===== config.mk =====
export PLATFORM = sky130hd
export DESIGN_NAME = exception_sequencer
export DESIGN_NICKNAME = d
export VERILOG_FILES = /design/src/rtl/exception_sequencer.sv
export SDC_FILE = /design/constraint.sdc
export NUM_CORES = 1
export LEC_CHECK = 0
export CAP_MARGIN = 10
export CORE_MARGIN = 2
export CORE_UTILIZATION = 37
export DETAILED_ROUTE_END_ITERATION = 10
export MAX_ROUTING_LAYER = met4
export PLACE_DENSITY = 0.86
export SLEW_MARGIN = 0
export SYNTH_ARGS = -nofsm -noshare
export SYNTH_HDL_FRONTEND = slang
export SYNTH_SLANG_ARGS = --single-unit

===== constraint.sdc =====
create_clock -name clk -period 1.75 [get_ports clk]
set_input_delay 0.35 -clock clk [delete_from_list [all_inputs] [get_ports clk]]
set_output_delay 0.35 -clock clk [all_outputs]
set_load 0.01 [all_outputs]

===== src/rtl/exception_sequencer.sv =====
// Exception entry sequencer: prioritises exception requests, saves the EPC,
// fetches the handler address from the vector table and loads it into the PC.
//
// Ports:
//   clk               - single clock, rising edge
//   reset             - asynchronous, active-low reset
//   exc_opcode        - invalid-opcode request (highest priority, cause 00)
//   exc_overflow      - arithmetic-overflow request (cause 01)
//   exc_divzero       - divide-by-zero request (lowest priority, cause 10)
//   pc_in             - current, already incremented PC
//   mem_ack           - vector read complete, mem_data valid
//   mem_data          - vector read data, low byte is the handler address
//   Exception_Control - vector mux select (00->253, 01->254, 10->255)
//   mem_req           - vector read request
//   epc_out / epc_we  - EPC write data / one-cycle write strobe
//   pc_out / pc_we    - handler address / one-cycle PC write strobe
//   busy              - core stall, high outside IDLE
//   cause             - latched cause code
//   abort             - one-cycle pulse when the vector read times out
module exception_sequencer #(
  parameter logic [31:0] EPC_OFFSET  = 32'd4,
  parameter int unsigned ACK_TIMEOUT = 15
) (
  input  logic        clk,
  input  logic        reset,
  input  logic        exc_opcode,
  input  logic        exc_overflow,
  input  logic        exc_divzero,
  input  logic [31:0] pc_in,
  input  logic        mem_ack,
  input  logic [31:0] mem_data,
  output logic [1:0]  Exception_Control,
  output logic        mem_req,
  output logic [31:0] epc_out,
  output logic        epc_we,
  output logic [31:0] pc_out,
  output logic        pc_we,
  output logic        busy,
  output logic [1:0]  cause,
  output logic        abort
);

  localparam int unsigned CNT_W = $clog2(ACK_TIMEOUT + 1);

  typedef enum logic [1:0] {
    IDLE = 2'd0,
    SAVE = 2'd1,
    REQ  = 2'd2,
    LOAD = 2'd3
  } state_t;

  state_t           r_state;
  logic [CNT_W-1:0] r_cnt;

  logic       w_exc_any;
  logic [1:0] w_cause_sel;
  logic       w_timeout;
  logic       w_unused_data;

  // Only the low byte of the vector entry is a handler address.
  assign w_unused_data = ^mem_data[31:8];

  assign w_exc_any = exc_opcode | exc_overflow | exc_divzero;

  // Fixed priority: opcode > overflow > divzero.
  always_comb begin
    w_cause_sel = 2'b10;
    if (exc_opcode) begin
      w_cause_sel = 2'b00;
    end else if (exc_overflow) begin
      w_cause_sel = 2'b01;
    end
  end

  // Counter holds completed REQ cycles minus one, so this edge ends the last allowed cycle.
  assign w_timeout = (r_cnt == CNT_W'(ACK_TIMEOUT - 1));

  // Sequencer with registered outputs.
  always_ff @(posedge clk or negedge reset) begin
    if (!reset) begin
      r_state           <= IDLE;
      r_cnt             <= '0;
      Exception_Control <= 2'b00;
      mem_req           <= 1'b0;
      epc_out           <= 32'd0;
      epc_we            <= 1'b0;
      pc_out            <= 32'd0;
      pc_we             <= 1'b0;
      busy              <= 1'b0;
      cause             <= 2'b00;
      abort             <= 1'b0;
    end else begin
      epc_we <= 1'b0;
      pc_we  <= 1'b0;
      abort  <= 1'b0;
      case (r_state)
        IDLE: begin
          if (w_exc_any) begin
            r_state           <= SAVE;
            cause             <= w_cause_sel;
            Exception_Control <= w_cause_sel;
            busy              <= 1'b1;
            epc_out           <= pc_in - EPC_OFFSET;
            epc_we            <= 1'b1;
          end
        end
        SAVE: begin
          r_state <= REQ;
          r_cnt   <= '0;
          mem_req <= 1'b1;
        end
        REQ: begin
          // A late ack on the final allowed cycle still completes normally.
          if (mem_ack) begin
            r_state <= LOAD;
            r_cnt   <= '0;
            mem_req <= 1'b0;
            pc_out  <= {24'd0, mem_data[7:0]};
            pc_we   <= 1'b1;
          end else if (w_timeout) begin
            r_state           <= IDLE;
            r_cnt             <= '0;
            mem_req           <= 1'b0;
            busy              <= 1'b0;
            Exception_Control <= 2'b00;
            abort             <= 1'b1;
          end else begin
            r_cnt <= r_cnt + CNT_W'(1);
          end
        end
        LOAD: begin
          r_state           <= IDLE;
          busy              <= 1'b0;
          Exception_Control <= 2'b00;
        end
        default: begin
          r_state           <= IDLE;
          r_cnt             <= '0;
          mem_req           <= 1'b0;
          busy              <= 1'b0;
          Exception_Control <= 2'b00;
        end
      endcase
    end
  end

endmodule


# Word-level counts from Yosys, hierarchy flattened
# Index checks and enable logic that the tools add are counted.
[classes] addsub=2 mul=0 n_div=0 order_cmp=0 n_eq_ne=8 shift=0 muxes=25 bitwise=2 n_reduce_logical=8
[op_table] operator="$sub A32 B3 Y32 const B" n=1
[op_table] operator="$mux W2" n=7
[op_table] operator="$mux W1" n=11
[op_table] operator="$mux W4" n=2
[op_table] operator="$pmux W2 S4" n=1
[op_table] operator="$pmux W4 S2" n=1
[op_table] operator="$reduce_and A2 Y1" n=4
[op_table] operator="$ne A2 B2 Y1 const B" n=3
[op_table] operator="$pmux W2 S3" n=1
[op_table] operator="$add A4 B1 Y4 const B" n=1
[op_table] operator="$eq A2 B2 Y1 const B" n=2
[op_table] operator="$eq A4 B4 Y1 const B" n=1
[op_table] operator="$reduce_and A4 Y1" n=1
[op_table] operator="$ne A3 B3 Y1 const B" n=1
[op_table] operator="$pmux W1 S3" n=1
[op_table] operator="$reduce_bool A3 Y1" n=1
[op_table] operator="$eq A2 B1 Y1 const B" n=1
[op_table] operator="$logic_not A2 Y1" n=1
[op_table] operator="$or A1 B1 Y1" n=2
[op_table] operator="$pmux W1 S2" n=1
[op_table] operator="$reduce_bool A2 Y1" n=1
[totals] ff_bits=55 latchBits=0 ram_bits=0 romBits=0 input_bits=70 out_inout_bits=73 elab_cells=56 memories=0

# Logic depth before layout (Yosys ltp)
[logic_depth] depth_word=4 depth_mapped=7 ltp_nobuf=6

# Worst setup path after synthesis
# OpenSTA, ideal clock, no wires.
[synth_path] path_type="input to register" start="input pc_in[26]" end="register epc_out[31]" setup_time_ns=0.082 arrival_ns=1.842 t_required_ns=1.668 path_slack_ns=-0.174 path_stages=4 path_buffers=0 cell_sequence="or4_4 or4_1 or4_1 a31oi_1"
[synth_between] elab_chain_cells=1
[synth_rtl] item="start, declared" line="29" text="input logic [31:0] pc_in,"
[synth_rtl] item="$sub A32 B3 Y32" line="103" text="epc_out <= pc_in - EPC_OFFSET;"
[synth_rtl] item="end signal, assigned" line="103"
[synth_rtl] item="end, declared" line="34" text="output logic [31:0] epc_out,"
# Every way passes these cells.
# A chain may end at the register's enable or synchronous reset.

# Final worst setup path
[layout_path] start="input pc_in[25]" end="register epc_out[29]"
# The elaborated chain is that of the path after synthesis.

==> impl_metrics.csv <==
group,metric,value,unit
power,pwr-share-seq,34.7,%
power,power_density,1280,nW/um^2
timing,min_period,1.75,ns
synth,synth_seq_cells,55,
timing,finalSetupViolations,1,
floorplan,dieArea,8960,sq um
synth,synthFlopType,"dfrtp_1",
setup_path,r2r-start,"r_state[0]$_DFFE_PN0P_",
timing,finClkSkew,0.00897,ns
placement,place_ws,-0.714,ns
grt,grt_pass1_vias,2847,
grt,antenna_found_initial,0,
layout,layout-drive-gt1-share,29.2,%
timing,finalHoldWorstSlack,0.0374,ns
layout,syn_to_final_growth,59.7,%
power,vdd_ir_drop_max,583,uV
route,viasPerCell,5.16,
clocking,cts_max_level,2,
synth,synth_area,3040,sq um
power,finalPower,6.23,mW
placement,portBuffers,94,
layout,instances_no_fill,581,
grt,overflow,0,
route,ant_nets,0,
clocking,worstSkewPairLatency,0.30,ns
setup_path,r2r_setup_slack,0.08,ns
placement,dp_cells,560,
floorplan,chipWidth,94.7,um
layout,fin_nets,554,
placement,place_congestion,0.896,
synth,netlist_instances,311,
grt,grt_pass1_wl,13600,um
layout,final_core_util,60.0,%
power,clkPwrFrac,11.8,%
setup_path,r2r-end,"Exception_Control[0]$_DFFE_PN0P_",
layout,diodes,0,
floorplan,placementRows,33,
route,met3_length,538,um
setup_path,end_kind,"register",
clocking,clock-sinks,55,
clocking,cts_buffer_depth,2,
setup_path,critical_path.startpoint,"pc_in[25]",
placement,dpl.hpwl,6070,um
floorplan,die_y,94.7,um
run_status,outcome,"complete, but fails checks",
setup_path,critical_path_class,"in2reg",
run,maxCapViolCount,0,
route,drt-initial-drc-count,131,
route,highest_layer,"met4",
power,internal_power,3.98,mW
route,routedWlPerCell,15.4,um
floorplan,ios,143,
synth,ys_seq_area_share,45.2,%
synth,synth_top_area_share,45.2,%
timing,final.setup.worst_slack,-0.000725,ns
synth,synth_cell_types,47,
run_status,failed_checks,"setup timing",
timing,period_share,100,%
clocking,hold_buffers,0,
route,drc,0,
route,wirelength_met1,3450,um
clocking,root_buffer,"clkbuf_8",
power,combPwrFrac,53.5,%
route,dr_wl_met2,4770,um
worst_hold_path,hold_class,"in2async",
power,sw_frac_of_total,36.2,%
synth,synth.largest_area_cell,"dfrtp_1",
synth,synth_edf_count,0,
route,num_vias,2997,
synth,async_flop_share,100,%
floorplan,core-area,8090,sq um
route,routed_wl,8940,um
setup_path,endpoint,"epc_out[29]$_DFFE_PN0P_",
timing,report.final.hold_viol_count,0,
setup_path,crit_path_max_fanout,4,
synth,synth.area.top_cells,"dfrtp_1, buf_4, mux2_2",
floorplan,start_util,37.6,%
grt,grt_usage,19.8,%
setup_path,rr_worst_depth,6,
timing,grt_setup_unrepaired,"yes",
setup_path,arrival,1.98,ns
grt,grt_start_max_net_pins,56,
clocking,clk_pin_slew,0.10,ns
timing,fmax,571,MHz
clocking,cts_tree,"yes",
power,p_sw,2.26,mW
setup_path,crit_required,1.98,ns
setup_path,startpoint_type,"input pin",
timing,slew_viol_final,0,
power,p_leak,2.14,nW
route,first_pass_iters,4,
synth,yosysWarnings,0,
synth,synth.avg_cell_area,9.78,sq um
clocking,numCtsBuffers,5,
## power by group through the flow
stage | clock network (mW) | logic (mW) | registers [mW]
floorplan | 0 | 1.20 | 2.42
global placement | 0 | 3.12 | 2.16
detailed placement | 0 | 3.23 | 2.18
CTS | 0.757 | 3.28 | 2.16
global route | 0.815 | 3.62 | 2.22
finish | 0.734 | 3.34 | 2.16
## cell families (layout without fill, tap and decap cells)
kind of cell	count (synthesis)	in the layout	synth area share [%]
muxes	13	13	4.77
and+or+nand+nor	117	118	21.4
adders and majority gates	9	9	3.70
xor gates and xnor gates	11	11	3.17
DFF	55	55	45.2
AOI/OAI and AO/OA	62	62	12.8
buffers and inverters	43	184	8.80
other	1	24	0.123
## per-layer routing
layer | GRT usage [%] | up-vias
li1 | - | 1409
met3 | 3.51 | 19
met1 | 22.8 | 1432
met5 | - | -
met2 | 35.1 | 137
met4 | 5.68 | 0
## cells in the mapped netlist (2+ instances only)
cell / count
nor2_1: 31
xor2_1: 7
xnor2_1: 4
nand4_1: 7
clkbuf_1: 7
o31ai_1: 12
o21ai_0: 20
nand3_1: 7
or3_1: 4
o41ai_1: 3
mux2_2: 12
inv_1: 9
nor4b_1: 2
buf_4: 24
nor3_1: 7
or2_2: 4
ha_1: 9
or4_1: 9
a31oi_1: 18
nand2_1: 27
and3_1: 2
nor4_1: 2
a21oi_1: 4
nand3b_1: 3
dfrtp_1: 55
## worst min path at each step
stage	to	slack, ns	cells past startpoint
final	pc_out[1]$_DFFE_PN0P_	0.04	2
after global routing	pc_out[1]$_DFFE_PN0P_	0.05	2
after CTS	epc_out[29]$_DFFE_PN0P_	0.05	2
after detailed placement	pc_out[1]$_DFFE_PN0P_	0.39	2
after global placement	pc_out[5]$_DFFE_PN0P_	0.37	2
after floorplan	Exception_Control[0]$_DFFE_PN0P_	0.05	0
## layout make-up
class | count | area [sq um]
clock buffer | 7 | 86.3
clock inverter | 1 | 8.76
sequential | 55 | 1380
tap | 105 | 131
fill | 696 | 3240
inverter | 10 | 37.5
timing repair buffer | 166 | 1500
multi-input combinational | 237 | 1720
## critical path: stages
cell and delay [ns]:
buf_6 0.10, or4_4 0.54, or2_2 0.31, or4_1 0.52
a31oi_1 0.16
## metrics by stage
step / cell area [sq um] / TNS, ns
5_1_grt: 4860 / -0.101
6_report: 4860 / -0.000725
3_3_place_gp: 4470 / -10.74
3_5_place_dp: 4470 / -12.20
2_1_floorplan: 3140 / -0.531
4_1_cts: 4740 / -0.0830
## timing repair
| item | in CTS | in global routing |
|---|---|---|
| buffers inserted | 10 | 2 |
| pin swaps | 18 | 14 |
| setup endpoints to repair | 20 | 16 |
| gates cloned | 1 | 0 |
| gates resized for setup | 55 | 22 |
## state kept, by name, indices dropped and copies added, names as in the netlist, 2 cells and up
signal             count
pc_out                 8
epc_out               32
Exception_Control      2
r_cnt                  4
r_state                2
cause                  2
## cells in the final DEF, fill, tap and decap left out, types with 4 or more instances in the layout
cell type / synthesis / layout
dfrtp_1: 55 / 55
nand3_1: 7 / 6
o31ai_1: 12 / 7
conb_1: 1 / 24
or4_4: 1 / 6
clkbuf_8: 0 / 6
xnor2_1: 4 / 4
nand4_1: 7 / 7
a31oi_1: 18 / 16
clkdlybuf4s50_1: 0 / 71
ha_1: 9 / 8
mux2_2: 12 / 12
or2_2: 4 / 4
dlygate4sd2_1: 0 / 15
nand2_1: 27 / 26
nor2_1: 31 / 28
or4_1: 9 / 4
buf_6: 1 / 4
inv_1: 9 / 9
o21ai_0: 20 / 19
buf_4: 24 / 67
xor2_1: 7 / 7
Note: power is estimated with default switching activity, not from simulation.
